===== config.mk =====
export PLATFORM = sky130hd
export DESIGN_NAME = seq_alu
export DESIGN_NICKNAME = d
export VERILOG_FILES = /design/src/rtl/alu_pkg.sv /design/src/rtl/alu_mul_seq.sv /design/src/rtl/seq_alu.sv
export SDC_FILE = /design/constraint.sdc
export NUM_CORES = 1
export LEC_CHECK = 0
export ABC_CLOCK_PERIOD_IN_PS = 5900
export BUFFER_PORTS_ARGS = -buffer_cell sky130_fd_sc_hd__buf_4
export CORE_MARGIN = 8
export CORE_UTILIZATION = 50
export CTS_CLUSTER_DIAMETER = 60
export DETAILED_ROUTE_END_ITERATION = 6
export PLACE_DENSITY = 0.69
export SLEW_MARGIN = 10
export SYNTH_ARGS = -nofsm -noshare
export SYNTH_HDL_FRONTEND = slang
export SYNTH_SLANG_ARGS = --single-unit
export TNS_END_PERCENT = 50

===== constraint.sdc =====
create_clock -name clk -period 5.9 [get_ports clk]
set_clock_uncertainty 0.05 [all_clocks]
set_input_delay 1.77 -clock clk [delete_from_list [all_inputs] [get_ports clk]]
set_output_delay 1.77 -clock clk [all_outputs]
set_load 0.01 [all_outputs]

===== src/rtl/alu_pkg.sv =====
// Shared types and constants for the sequential ALU slice.
package alu_pkg;

    localparam int unsigned OP_W = 3;

    typedef enum logic [OP_W-1:0] {
        ALU_ADD  = 3'b000,
        ALU_SUB  = 3'b001,
        ALU_AND  = 3'b010,
        ALU_OR   = 3'b011,
        ALU_XOR  = 3'b100,
        ALU_MUL  = 3'b101,
        ALU_ILL6 = 3'b110,
        ALU_ILL7 = 3'b111
    } alu_op_e;

    typedef enum logic [1:0] {
        IDLE,
        EXEC,
        MUL,
        DONE
    } alu_state_e;

endpackage


===== src/rtl/alu_mul_seq.sv =====
// Radix-2 shift-add unsigned multiplier: one partial product per cycle,
// WIDTH iterations, double-width product.
module alu_mul_seq #(
    parameter int unsigned WIDTH = 6,
    parameter int unsigned CNT_W = $clog2(WIDTH + 1)
) (
    input  logic               clk,
    input  logic               rst_n,
    input  logic               start,
    input  logic [WIDTH-1:0]   a,
    input  logic [WIDTH-1:0]   b,
    output logic               busy,
    output logic               done,
    output logic [2*WIDTH-1:0] product
);

    logic [2*WIDTH-1:0] mcand;
    logic [2*WIDTH-1:0] acc;
    logic [WIDTH-1:0]   mplier;
    logic [CNT_W-1:0]   cnt;

    // Load operands on start, then add one shifted partial product per cycle.
    always_ff @(posedge clk) begin
        if (!rst_n) begin
            busy   <= 1'b0;
            cnt    <= '0;
            mcand  <= '0;
            mplier <= '0;
            acc    <= '0;
        end else if (start) begin
            busy   <= 1'b1;
            cnt    <= '0;
            mcand  <= {{WIDTH{1'b0}}, a};
            mplier <= b;
            acc    <= '0;
        end else if (busy) begin
            if (cnt == CNT_W'(WIDTH)) begin
                busy <= 1'b0;
            end else begin
                if (mplier[0]) begin
                    acc <= acc + mcand;
                end
                mcand  <= mcand << 1;
                mplier <= mplier >> 1;
                cnt    <= cnt + CNT_W'(1);
            end
        end
    end

    assign done    = busy && (cnt == CNT_W'(WIDTH));
    assign product = acc;

endmodule


===== src/rtl/seq_alu.sv =====
// Handshaked ALU: captures operands on accept, runs a single-cycle op or the
// shift-add multiplier, and holds a registered result until consumed.
module seq_alu
    import alu_pkg::*;
#(
    parameter int unsigned WIDTH = 6,
    parameter int unsigned CNT_W = $clog2(WIDTH + 1)
) (
    input  logic            clk,
    input  logic            rst_n,
    input  logic            in_valid,
    output logic            in_ready,
    input  logic [WIDTH-1:0] a,
    input  logic [WIDTH-1:0] b,
    input  logic [OP_W-1:0] op,
    output logic            out_valid,
    input  logic            out_ready,
    output logic [WIDTH-1:0] result,
    output logic [WIDTH-1:0] result_hi,
    output logic            cout,
    output logic            ovf,
    output logic            zero,
    output logic            err
);

    alu_state_e         state;
    alu_state_e         state_next;
    logic [WIDTH-1:0]   a_q;
    logic [WIDTH-1:0]   b_q;
    alu_op_e            op_q;
    logic               exec_stage;
    logic               accept;
    logic               mul_start;
    logic               mul_busy;
    logic               mul_done;
    logic [2*WIDTH-1:0] mul_product;

    logic [WIDTH:0]     sum;
    logic [WIDTH:0]     diff;
    logic [WIDTH-1:0]   alu_res;
    logic               alu_cout;
    logic               alu_ovf;
    logic               alu_err;

    assign in_ready  = (state == IDLE);
    assign out_valid = (state == DONE);
    assign accept    = in_valid && in_ready;
    assign mul_start = accept && (alu_op_e'(op) == ALU_MUL);

    alu_mul_seq #(
        .WIDTH (WIDTH),
        .CNT_W (CNT_W)
    ) u_mul (
        .clk     (clk),
        .rst_n   (rst_n),
        .start   (mul_start),
        .a       (a),
        .b       (b),
        .busy    (mul_busy),
        .done    (mul_done),
        .product (mul_product)
    );

    // State register.
    always_ff @(posedge clk) begin
        if (!rst_n) begin
            state <= IDLE;
        end else begin
            state <= state_next;
        end
    end

    // Next-state logic; EXEC lasts two cycles (settle, then register on entry to DONE).
    always_comb begin
        state_next = state;
        case (state)
            IDLE: begin
                if (accept) begin
                    state_next = (alu_op_e'(op) == ALU_MUL) ? MUL : EXEC;
                end
            end
            EXEC: begin
                if (exec_stage) begin
                    state_next = DONE;
                end
            end
            MUL: begin
                if (mul_done) begin
                    state_next = DONE;
                end else if (!mul_busy) begin
                    state_next = IDLE;
                end
            end
            DONE: begin
                if (out_ready) begin
                    state_next = IDLE;
                end
            end
            default: state_next = IDLE;
        endcase
    end

    // Operand capture on accept and the EXEC settle-cycle marker.
    always_ff @(posedge clk) begin
        if (!rst_n) begin
            a_q        <= '0;
            b_q        <= '0;
            op_q       <= ALU_ADD;
            exec_stage <= 1'b0;
        end else begin
            if (accept) begin
                a_q  <= a;
                b_q  <= b;
                op_q <= alu_op_e'(op);
            end
            exec_stage <= (state == EXEC) && !exec_stage;
        end
    end

    // Single-cycle datapath from the captured operands.
    always_comb begin
        sum      = {1'b0, a_q} + {1'b0, b_q};
        diff     = {1'b0, a_q} + {1'b0, ~b_q} + {{WIDTH{1'b0}}, 1'b1};
        alu_res  = '0;
        alu_cout = 1'b0;
        alu_ovf  = 1'b0;
        alu_err  = 1'b0;
        case (op_q)
            ALU_ADD: begin
                alu_res  = sum[WIDTH-1:0];
                alu_cout = sum[WIDTH];
                alu_ovf  = (a_q[WIDTH-1] == b_q[WIDTH-1]) && (sum[WIDTH-1] != a_q[WIDTH-1]);
            end
            ALU_SUB: begin
                alu_res  = diff[WIDTH-1:0];
                alu_cout = diff[WIDTH];
                alu_ovf  = (a_q[WIDTH-1] != b_q[WIDTH-1]) && (diff[WIDTH-1] != a_q[WIDTH-1]);
            end
            ALU_AND: alu_res = a_q & b_q;
            ALU_OR:  alu_res = a_q | b_q;
            ALU_XOR: alu_res = a_q ^ b_q;
            ALU_MUL: alu_res = '0;
            default: alu_err = 1'b1;
        endcase
    end

    // Output registers load only on the transition into DONE.
    always_ff @(posedge clk) begin
        if (!rst_n) begin
            result    <= '0;
            result_hi <= '0;
            cout      <= 1'b0;
            ovf       <= 1'b0;
            zero      <= 1'b0;
            err       <= 1'b0;
        end else if ((state == EXEC) && exec_stage) begin
            result    <= alu_res;
            result_hi <= '0;
            cout      <= alu_cout;
            ovf       <= alu_ovf;
            zero      <= (alu_res == '0);
            err       <= alu_err;
        end else if ((state == MUL) && mul_done) begin
            result    <= mul_product[WIDTH-1:0];
            result_hi <= mul_product[2*WIDTH-1:WIDTH];
            cout      <= 1'b0;
            ovf       <= 1'b0;
            zero      <= (mul_product == '0);
            err       <= 1'b0;
        end
    end

endmodule


=== Word level (Yosys, flattened, before mapping) ===
Cells that the tools add are included.

* Add/sub/neg operators: 5
* Bitwise gates (word level): 6
* Reduce and logical (&&, ||, !) cells: 22
* Magnitude comparators: 0
* $mul: 0
* Multiplexer cells: 28
* Equal/unequal tests: 19
* Divide/modulo/power cells: 0
* Shift-type cells: 0

{| class="wikitable"
|+ Operators by type and width
! kind !! number
|-
| two-way mux 6 bit || 8
|-
| one-hot mux 6 bit (5 select lines) || 1
|-
| adder 6 x 6 -> 7 bit || 2
|-
| adder 12 bit || 1
|-
| == test 3 bit (second input constant) || 4
|-
| logical NOT 12 bit || 1
|-
| two-way mux 2 bit || 6
|-
| two-way mux 1 bit || 10
|-
| logical AND 1 bit || 8
|-
| one-hot mux 2 bit (4 select lines) || 1
|-
| adder 7 x 1 -> 7 bit (second input constant) || 1
|-
| bitwise AND 6 bit || 1
|-
| == test 3 x 2 -> 1 bit (second input constant) || 2
|-
| logical NOT 6 bit || 1
|-
| inverter 6 bit || 1
|-
| OR 6 bit || 1
|-
| OR reduction 6 bit || 1
|-
| bitwise XOR 6 bit || 1
|-
| == test 2 bit (second input constant) || 2
|-
| inequality test 2 x 1 -> 1 bit (second input constant) || 2
|-
| inequality test 2 bit (second input constant) || 2
|-
| one-hot mux 1 bit (2 select lines) || 2
|-
| AND reduction 2 bit || 2
|-
| AND reduction 4 bit || 1
|-
| other kinds (13) || 18
|}

* Bits in latches: 0
* Memories kept: 0
* Memory bits (writable): 0
* Logic and storage cells: 97
* Register bits: 68
* Memory bits (read-only): 0

=== Logic depth before layout (Yosys ltp) ===
* Depth in word-level cells: 7
* Depth in mapped cells: 10
* Gate-level depth less buffers: 10

=== Hierarchy ===
From an unflattened synthesis, not the netlist that was laid out.

* Cells, all modules: 531
* Area total of the unflattened synthesis: 4,241.6 um^2

{| class="wikitable"
|+ By module, submodules not included
! module !! seq. area each (um^2) !! times used !! area each (um^2) !! cells each
|-
| seq_alu || 680.7 || 1 || 2,349.8 || 306
|-
| alu_mul_seq || 680.7 || 1 || 1,891.8 || 225
|}

=== Least setup slack after synthesis ===
No wires, ideal clock.

* Path kind: input -> register
* Start point: input in_valid
* End point: register u_mul.acc[9], in the netlist u_mul.product[9]
* Stages on the path: 7
* Required time: 5.788 ns
* Path slack: 2.809 ns
* Data arrival time: 2.979 ns
* Cells stage by stage: and2_1 clkbuf_1 nand2_1 nand2_1 buf_2 or4_1 nand3_1

* Longest elaborated chain between the ends: 3

{| class="wikitable"
|+ Ends and longest elaborated chain
! item !! line !! RTL
|-
| start: declaration || seq_alu.sv:11 || <nowiki>input logic in_valid,</nowiki>
|-
| logical AND 1 bit || seq_alu.sv:47 || <nowiki>assign accept = in_valid && in_ready;</nowiki>
|-
| logical AND 1 bit || seq_alu.sv:48 || <nowiki>assign mul_start = accept && (alu_op_e'(op) == ALU_MUL);</nowiki>
|-
| OR reduction 2 bit (no line) || n/a ||
|-
| end signal: assignment || alu_mul_seq.sv:41 || <nowiki>acc <= acc + mcand;</nowiki>
|-
| end: declaration || alu_mul_seq.sv:18 || <nowiki>logic [2*WIDTH-1:0] acc;</nowiki>
|}

Every way passes these cells.
A chain may end at the register's enable or synchronous reset.

=== Worst setup path after layout ===
Ends and elaborated chain as after synthesis.

==> out/metrics.cfg <==
[place]
post-dp-hpwl_um = 7930
io_buffers = 36
gp_congestion = 0.876
dpl-instance-area_mm2 = 0.00453
dp_slack_ps = 1620

[die]
io_pins = 37
die_h_um = 108
die_w_um = 108
core_area_mm2 = 0.00822
rows = 33
die-area_mm2 = 0.0117
initial_utilization_pct = 51.8

[status]
outcome = complete, no violations

[clocking]
cts.clk_slew.worst_paths_ps = 80
cts-resized-gates = 0
clock-sinks = 68
clock_latency_ps = 340
cts_buffers = 9
cts_setup_buffers = 0
clock_path_buffers = 2
htreeDepth = 3
cts_hold_buffers = 0
cts_tree = done
cts_root_buf = clkbuf_8

[timing]
setup_violations = 0
finalCritPeriodShare_pct = 66.8
fmax_mhz = 254
layout_min_cycle_time_ps = 3940
rsz0062_at_grt = no
worstMarginPinSlew_ps = 861
slew_viol_final = 0
layout_setup_ws_ps = 1960
slew_headroom_pct = 42.5
hold_violations = 0
fin_setup_tns_ps = 0

[power]
switching_share_pct = 29.6
internal-power_mw = 0.799
power_density_mw_per_mm2 = 239
seq_power_share_pct = 44.4
comb_power_share_pct = 17.6
peakVddDrop_uv = 142
net-switching-power_mw = 0.335
pwr-share-clk_pct = 38.0
p_leak_nw = 1.96

[cells_and_area]
areaGrowthSynthToFinish_pct = 11.6
post-route-util_pct = 57.8
nNetsFinal = 611
diodes = 0
drive_gt1_share_pct = 11.0
finalInstanceArea_mm2 = 0.00475

[logic_synthesis]
ys_types = 59
ys_top_cells_by_area = dfxtp_1, nand2_1, ha_1
synth-async-reset-ratio_pct = 0
yosysMostFrequentCell = nand2_1
seq_area_frac_synth_pct = 32.0
yosysTopAreaCell = dfxtp_1
yosysWarnings = 0
synthTopCellsByCount = nand2_1, dfxtp_1, a21oi_1, ha_1, nand3_1
netlist_instances = 543
synth_edf_count = 0
synth_nets = 596
ys.flop_type = dfxtp_1
synth_area_per_cell_um2 = 7.84
synth_top_area_share_pct = 32.0
ys_ff_latch = 68
synth.cell_area_mm2 = 0.00426

[detailed_routing]
first_pass_iters = 6
routedWlPerCell_um = 15.7
drc_errors = 0
avgViaCountPerCell = 5.81
drt-total-wl_um = 10500
vias = 3880
ant_nets = 0
drtIter0Drc = 218

[setup_path]
max_stage_delay_ps = 660
path_class = input pin to flip-flop
critPathArrivalTime_ps = 4180
crit_path_max_fanout = 25
crit_chain = buf_4 > and2_1 > nand2_1 > nand2_1 > or4_1 > nand3_1
reg2reg_slack_ps = 2630
crit_top_cell = nand2_1
reg2regPathDepth = 6
required_ps = 6140
crit_cells = 6
critical_path.endpoint_type = flip-flop
setup.worst_path.end = u_mul.product[9]
worstReg2RegEnd = u_mul.product[9]
reg2reg_from = state[0]
critPathTopFamily = simple AND/OR/NAND/NOR gates
crit_buf_inv = 1
critPathLaunchType = input pin
startpoint = in_valid
critical_path.slowest_cell = or4_1

[flow_run]
maxCapViolations = 0

[grt]
grt_start_max_net_pins = 47
antenna_found_initial = 0
grt_overflow = 0
grt_pass1_vias = 3686
grt_pass1_wl_um = 17800
track_usage_pct = 18.7

[hold_path]
hold_class = flip-flop to flip-flop

## layer usage
layer  vias to the layer above  GRT usage (%)  share of wire, %
met3                        13           3.93               4.6
li1                       1935              -                 -
met2                        88           29.9                46
met5                         -              0                 0
met4                         0           5.96               1.7
met1                      1844           24.5                47
## cell usage in the layout, fill, tap and decap left out, drive strengths merged, types with 5 or more instances in the layout
cell type / Yosys / routed
nand2: 112 / 112
dfxtp: 68 / 68
buf: 9 / 38
a21oi: 34 / 34
nand3: 31 / 31
ha: 31 / 31
inv: 30 / 31
a21boi: 24 / 24
nor2: 22 / 22
o21ai: 12 / 12
o211a: 10 / 10
clkbuf: 25 / 9
nand2b: 8 / 8
nor2b: 8 / 8
xnor2: 8 / 8
a211oi: 7 / 7
a21o: 7 / 7
nand4: 7 / 7
a31oi: 6 / 6
mux2i: 6 / 6
nor3: 5 / 5
o21bai: 5 / 5
and3: 5 / 5
nor4: 5 / 5
o211ai: 5 / 5
a2111oi: 5 / 5
## cells by family (layout without fill, tap and decap cells)
family | Yosys count | count (layout) | synth area share (%)
flops | 68 | 68 | 32.0
compound gates | 136 | 136 | 22.9
fa+ha+maj | 34 | 34 | 10.5
simple gates | 224 | 224 | 24.5
buf+inv | 64 | 84 | 6.08
xor+xnor | 10 | 10 | 2.06
mux | 7 | 7 | 1.94
## final cells by class
| class | instances | area, um2 |
|---|---|---|
| clock buffers | 9 | 124 |
| clock inverters | 7 | 98.8 |
| fillers | 786 | 3470 |
| inverters | 30 | 113 |
| multi-input cells | 411 | 2640 |
| flip-flops and latches | 68 | 1360 |
| well taps | 105 | 131 |
| repair buffers | 38 | 285 |
## tightest hold or removal path: cells and delay by family (launching register included)
| kind | cells | cell delay (ps) |
|---|---|---|
| flip-flops | 1 | 320 |
| AO/OA/AOI/OAI | 1 | 50 |
| AND/OR/NAND/NOR | 1 | 50 |
## worst min-delay path by stage
| stage | start | end | slack (ps) | cells past startpoint |
|---|---|---|---|---|
| floorplan | u_mul.mcand[9] | u_mul.mcand[10] | 400 | 2 |
| global placement | result_hi[5] | result_hi[5] | 400 | 2 |
| detailed placement | result_hi[3] | result_hi[3] | 400 | 2 |
| CTS | result_hi[3] | result_hi[3] | 410 | 2 |
| global route | result_hi[4] | result_hi[4] | 430 | 2 |
| finish | result_hi[3] | result_hi[3] | 410 | 2 |
## stage by stage
step	hold WS (ps)	std cells	power [mW]
CTS	411	668	1.14
finish	408	668	1.13
floorplan	399	543	0.659
global placement	398	652	0.710
global route	434	668	1.19
detailed placement	399	652	0.714
## state kept, by name, summed over array words and instances, names as in the netlist, 2 cells and up
| register | count |
|---|---|
| u_mul.cnt | 3 |
| result_hi | 6 |
| b_q | 6 |
| state | 2 |
| a_q | 6 |
| u_mul.mcand | 12 |
| u_mul.product | 12 |
| op_q | 3 |
| result | 6 |
| u_mul.mplier | 6 |
## power by group through the flow
stage / combinational, mW / clock (mW) / sequential (mW)
after floorplan: 0.161 / 0 / 0.498
after global placement: 0.196 / 0 / 0.514
after detailed placement: 0.198 / 0 / 0.515
after CTS: 0.199 / 0.438 / 0.504
after global routing: 0.223 / 0.460 / 0.508
final: 0.200 / 0.431 / 0.504
No activity file was read; power rests on OpenSTA's default activity.
